### src/rtl/switch_pkg.sv
// Shared definitions for the FIFO switch control path: state encoding
// and default widths.
package switch_pkg;

   localparam int NUM_FIFOS_DEF = 8;
   localparam int TH_WIDTH_DEF  = 3;

   typedef enum logic [2:0] {
      ST_RESET  = 3'd0,
      ST_INIT   = 3'd1,
      ST_IDLE   = 3'd2,
      ST_ACTIVE = 3'd3,
      ST_ERROR  = 3'd4
   } state_e;

endpackage

### src/rtl/switch_ctrl_fsm_idle_timer.sv
// Counts consecutive all-empty cycles while the switch is active and
// flags the cycle on which the switch may fall back to idle.
module idle_timer #(
   parameter int IDLE_CYCLES = 2
) (
   input  logic clk,
   input  logic reset,
   input  logic en,
   input  logic all_empty,
   output logic expire
);

   localparam int             CW   = $clog2(IDLE_CYCLES) + 1;
   localparam logic [CW-1:0]  LAST = CW'(IDLE_CYCLES - 1);
   localparam logic [CW-1:0]  MAX  = '1;

   logic [CW-1:0] cnt_q, cnt_d;

   assign expire = en && all_empty && (cnt_q == LAST);

   always_comb begin
      cnt_d = cnt_q;
      if (!en || !all_empty || expire) begin
         cnt_d = '0;
      end else if (cnt_q != MAX) begin
         cnt_d = cnt_q + 1'b1;
      end
   end

   always_ff @(posedge clk or negedge reset) begin
      if (!reset) begin
         cnt_q <= '0;
      end else begin
         cnt_q <= cnt_d;
      end
   end

endmodule

### src/rtl/switch_ctrl_fsm.sv
// Top-level control FSM of the 4x4 FIFO switch: threshold configuration,
// idle/active sequencing and sticky overflow error capture.
module switch_ctrl_fsm
   import switch_pkg::*;
#(
   parameter int NUM_FIFOS   = NUM_FIFOS_DEF,
   parameter int TH_WIDTH    = TH_WIDTH_DEF,
   parameter int IDLE_CYCLES = 2
) (
   input  logic                 clk,
   input  logic                 reset,
   input  logic                 init,
   input  logic [TH_WIDTH-1:0]  alto_in,
   input  logic [TH_WIDTH-1:0]  bajo_in,
   input  logic [NUM_FIFOS-1:0] empty_fifos,
   input  logic [NUM_FIFOS-1:0] full_fifos,
   input  logic [NUM_FIFOS-1:0] push_fifos,
   output logic [TH_WIDTH-1:0]  alto,
   output logic [TH_WIDTH-1:0]  bajo,
   output logic [2:0]           state,
   output logic                 idle,
   output logic                 active,
   output logic                 error_out,
   output logic [NUM_FIFOS-1:0] error_mask,
   output logic                 cfg_reject
);

   state_e                state_q, state_d;
   logic [TH_WIDTH-1:0]   alto_q, alto_d;
   logic [TH_WIDTH-1:0]   bajo_q, bajo_d;
   logic [NUM_FIFOS-1:0]  error_mask_q, error_mask_d;
   logic                  cfg_reject_q, cfg_reject_d;
   logic                  cfg_ok_q, cfg_ok_d;

   logic [NUM_FIFOS-1:0]  ovf;
   logic                  any_ovf;
   logic                  all_empty;
   logic                  cfg_valid;
   logic                  idle_expire;

   assign ovf       = push_fifos & full_fifos;
   assign any_ovf   = |ovf;
   assign all_empty = &empty_fifos;
   // Unsigned compare; alto_in==0 can never exceed bajo_in, so it is rejected.
   assign cfg_valid = (bajo_in < alto_in);

   idle_timer #(
      .IDLE_CYCLES (IDLE_CYCLES)
   ) u_idle_timer (
      .clk       (clk),
      .reset     (reset),
      .en        (state_q == ST_ACTIVE),
      .all_empty (all_empty),
      .expire    (idle_expire)
   );

   always_ff @(posedge clk or negedge reset) begin
      if (!reset) begin
         state_q      <= ST_RESET;
         alto_q       <= '0;
         bajo_q       <= '0;
         error_mask_q <= '0;
         cfg_reject_q <= 1'b0;
         cfg_ok_q     <= 1'b0;
      end else begin
         state_q      <= state_d;
         alto_q       <= alto_d;
         bajo_q       <= bajo_d;
         error_mask_q <= error_mask_d;
         cfg_reject_q <= cfg_reject_d;
         cfg_ok_q     <= cfg_ok_d;
      end
   end

   always_comb begin
      state_d = state_q;
      case (state_q)
         ST_RESET:  state_d = ST_INIT;
         ST_INIT:   if (!init && cfg_ok_q) state_d = ST_IDLE;
         ST_IDLE: begin
            if (any_ovf)         state_d = ST_ERROR;
            else if (init)       state_d = ST_INIT;
            else if (!all_empty) state_d = ST_ACTIVE;
         end
         ST_ACTIVE: begin
            if (any_ovf)          state_d = ST_ERROR;
            else if (idle_expire) state_d = ST_IDLE;
         end
         ST_ERROR:  state_d = ST_ERROR;
         default:   state_d = ST_RESET;
      endcase
   end

   always_comb begin
      alto_d       = alto_q;
      bajo_d       = bajo_q;
      error_mask_d = error_mask_q;
      cfg_reject_d = 1'b0;
      cfg_ok_d     = cfg_ok_q;

      if (state_q == ST_INIT && init) begin
         if (cfg_valid) begin
            alto_d   = alto_in;
            bajo_d   = bajo_in;
            cfg_ok_d = 1'b1;
         end else begin
            cfg_reject_d = 1'b1;
         end
      end

      // A fresh pass through INIT must be reconfigured before leaving it.
      if (state_d == ST_INIT && state_q != ST_INIT) begin
         cfg_ok_d = 1'b0;
      end

      if (state_q == ST_IDLE || state_q == ST_ACTIVE || state_q == ST_ERROR) begin
         error_mask_d = error_mask_q | ovf;
      end
   end

   assign alto       = alto_q;
   assign bajo       = bajo_q;
   assign state      = state_q;
   assign idle       = (state_q == ST_IDLE);
   assign active     = (state_q == ST_ACTIVE);
   assign error_out  = (state_q == ST_ERROR);
   assign error_mask = error_mask_q;
   assign cfg_reject = cfg_reject_q;

endmodule
### config.mk
export PLATFORM = sky130hd
export DESIGN_NAME = switch_ctrl_fsm
export DESIGN_NICKNAME = d
export VERILOG_FILES = /design/src/rtl/switch_pkg.sv /design/src/rtl/switch_ctrl_fsm_idle_timer.sv /design/src/rtl/switch_ctrl_fsm.sv
export SDC_FILE = /design/constraint.sdc
export NUM_CORES = 1
export LEC_CHECK = 0
export CAP_MARGIN = 20
export CELL_PAD_IN_SITES_DETAIL_PLACEMENT = 1
export CELL_PAD_IN_SITES_GLOBAL_PLACEMENT = 1
export CORE_MARGIN = 2
export CORE_UTILIZATION = 40
export CTS_CLUSTER_SIZE = 28
export DETAILED_ROUTE_END_ITERATION = 16
export DONT_BUFFER_PORTS = 1
export PLACE_DENSITY_LB_ADDON = 0.1
export REMOVE_ABC_BUFFERS = 1
export SLEW_MARGIN = 20
export SYNTH_ARGS = -nofsm -noshare
export SYNTH_HDL_FRONTEND = slang
export SYNTH_HIERARCHICAL = 1
export SYNTH_SLANG_ARGS = --single-unit
### constraint.sdc
create_clock -name clk -period 1.36 [get_ports clk]
set_input_delay 0.068 -clock clk [delete_from_list [all_inputs] [get_ports clk]]
set_output_delay 0.068 -clock clk [all_outputs]
set_load 0.02 [all_outputs]
==> impl_metrics.json <==
{
  "cts_htree_levels": 1,
  "use_met1_pct": 23.9,
  "cpMaxStageDelayCell": "dfrtp_2",
  "finalSetupViolations": 3,
  "design_area_sq_um": 1520,
  "met2_usage_pct": 43.2,
  "grt_pass1_wl_um": 4640,
  "die_x_um": 54.3,
  "grt_max_degree": 22,
  "antenna_found_initial": 0,
  "wl_um": 3030,
  "min_period_ns": 1.38,
  "gr-total-overflow": 0,
  "tightestPinTransition_ns": 0.955,
  "maxSlewHeadroom_pct": 36.1,
  "finalCritPeriodShare_pct": 102,
  "vdd_drop_max_uv": 981,
  "finalCoreUtilization_pct": 62.5,
  "dpl.hpwl_um": 1790,
  "synthArstFlopShare_pct": 100,
  "powerDensity_nw_per_um2": 1860,
  "dpl_cell_area_sq_um": 1140,
  "core_sq_um": 2430,
  "violations": "negative setup slack",
  "slew_viol_final": 0,
  "port_buffers": 0,
  "setup_slack_ns": -0.0241,
  "synth_cells": 90,
  "routed_via_density": 5.56,
  "ant_nets": 0,
  "first_global_vias": 1078,
  "path_cells": "nor2b_4, and2_4, and3_1, a21oi_1, a32o_1",
  "die-area_sq_um": 2950,
  "drive_gt1_share_pct": 30.7,
  "wire_per_inst_um": 18.1,
  "via_count": 928,
  "hold_class": "in -> reg",
  "busiest_layer": "met2",
  "path_class": "reg -> reg",
  "floorplan.initialDensity_pct": 41.6,
  "die_height_um": 54.3,
  "ios": 54,
  "grt_use_met3_pct": 4.92,
  "ys.flop_type": "dfrtp_1",
  "synth_cell_type_count": 30,
  "cts-root-buf": "clkbuf_4",
  "setup.worst_path.end_class": "flop",
  "synth_seq_cells": 21,
  "mostFrequentLayoutCells": "dlygate4sd3_1, dfrtp_1, buf_4",
  "critPathMaxStageDelay_ns": 0.47,
  "finalHoldViolCount": 0,
  "holdWs_ns": 0.0541,
  "critPathRequiredTime_ns": 1.58,
  "dr.pass1.iters": 2,
  "worstPathArrival_ns": 1.60,
  "clk_path_buf_depth": 2,
  "yosysSeqAreaShare_pct": 52.0,
  "diodes": 0,
  "netlist_area_sq_um": 1010,
  "nets": 175,
  "cts_tree": "done",
  "max-cap-violations": 0,
  "synth.avg_cell_area_sq_um": 11.2,
  "rsz0062_at_grt": "true",
  "cp_max_fo": 4,
  "yosysWarnings": 6,
  "status": "finished, violations left",
  "num_rows": 18,
  "synth_edf_count": 0,
  "track_usage_pct": 23.3,
  "cts_buffers": 3,
  "area_growth_pct": 50.4,
  "route.detailed.drc": 0,
  "insertion_delay_ns": 0.32,
  "worstSetupStartpointType": "flop",
  "fin_skew_ns": 0.000934,
  "drt-initial-drc-count": 6,
  "path_clk_slew_ns": 0.12,
  "fmax_ghz": 0.723,
  "place_congestion": 0.818,
  "p_leak_uw": 0.000646,
  "final_common_cell": "dlygate4sd3_1",
  "final.setup.tns_ns": -0.0458,
  "numClockSinks": 21
}
## synth_stat cells, types with 2 or more instances
| cell | instances | area, sq um |
|---|---|---|
| dfrtp_1 | 21 | 526 |
| nand2_1 | 9 | 33.8 |
| o21bai_1 | 8 | 60.1 |
| nor2_1 | 7 | 26.3 |
| mux2_2 | 5 | 56.3 |
| ha_1 | 4 | 50.1 |
| inv_1 | 4 | 15.0 |
| nand4_1 | 4 | 25.0 |
| a21oi_1 | 3 | 15.0 |
| nor2b_1 | 3 | 18.8 |
| nand3_1 | 2 | 10.0 |
| nor3_1 | 2 | 10.0 |
## final timing paths
path	from	endpoint	slack [ns]	cells past startpoint
max	state[2]$_DFF_PN0_	state[0]$_DFF_PN0_	-0.02	5
min	init	bajo[0]$_DFFE_PN0P_	0.05	2
max reg2reg	state[2]$_DFF_PN0_	state[0]$_DFF_PN0_	-0.02	5
min reg2reg	cfg_ok_q$_DFFE_PN0P_	cfg_ok_q$_DFFE_PN0P_	0.56	2
max in group asynchronous	reset	state[0]$_DFF_PN0_	0.39	1
min in group asynchronous	reset	error_mask[4]$_DFFE_PN0P_	0.33	1
## logic make-up after synthesis
kind of cell,Yosys count,synth area share [%]
buffers and inverters,5,2.60
multiplexers,6,6.68
XOR/XNOR,1,0.866
AND/OR/NAND/NOR,35,18.8
flip-flops,21,52.0
adder cells (fa/ha/maj),4,4.95
AO/OA/AOI/OAI,18,14.1
## worst max-delay path: cells and delay by family, from the launching register on
| family | cells | cell delay [ns] |
|---|---|---|
| and+or+nand+nor | 3 | 0.49 |
| DFF | 1 | 0.47 |
| AOI/OAI and AO/OA | 2 | 0.33 |
## flip-flops by register name, indices dropped and copies added (netlist names)
| signal | cells |
|---|---|
| bajo | 3 |
| error_mask | 8 |
| state | 3 |
| alto | 3 |
| cfg_ok_q | 1 |
| u_idle_timer/cnt_q | 2 |
| cfg_reject | 1 |
## routing by layer
layer | vias up | part of all wire (%)
met3 | 7 | 4.7
met5 | - | 0
met1 | 468 | 39
met2 | 36 | 54
met4 | 0 | 2.1
li1 | 417 | -
## metrics by stage
stage          cells  power (uW)  setup WS [ns]
6_report         167        2830        -0.0241
3_5_place_dp     133        2200         -0.165
5_1_grt          167        3000        -0.0717
4_1_cts          165        2710        -0.0307
2_1_floorplan     89        1820         -0.378
3_3_place_gp     133        2140        -0.0597
## final cells by class
| class | count | area, sq um |
|---|---|---|
| fillers | 251 | 912 |
| flip-flops and latches | 21 | 528 |
| multi-input cells | 64 | 507 |
| repair buffers | 44 | 405 |
| well taps | 30 | 37.5 |
| clock buffers | 3 | 22.5 |
| inverters | 4 | 15.0 |
| clock inverters | 1 | 5.00 |
## where the power goes
group          switching (uW)  internal [uW]  total, uW
clock                     203            110        313
combinational             494            640       1130
sequential                491            893       1380
## timing repair
item | CTS | global route
cloned | 0 | 0
pin swaps | 1 | 4
hold buffers | 24 | 0
endpoints found under the hold margin | 37 | 0
endpoints found under the setup margin | 15 | 21
gates resized for setup | 9 | 8
setup buffers | 4 | 2
Note: power is estimated with default switching activity, not from simulation.
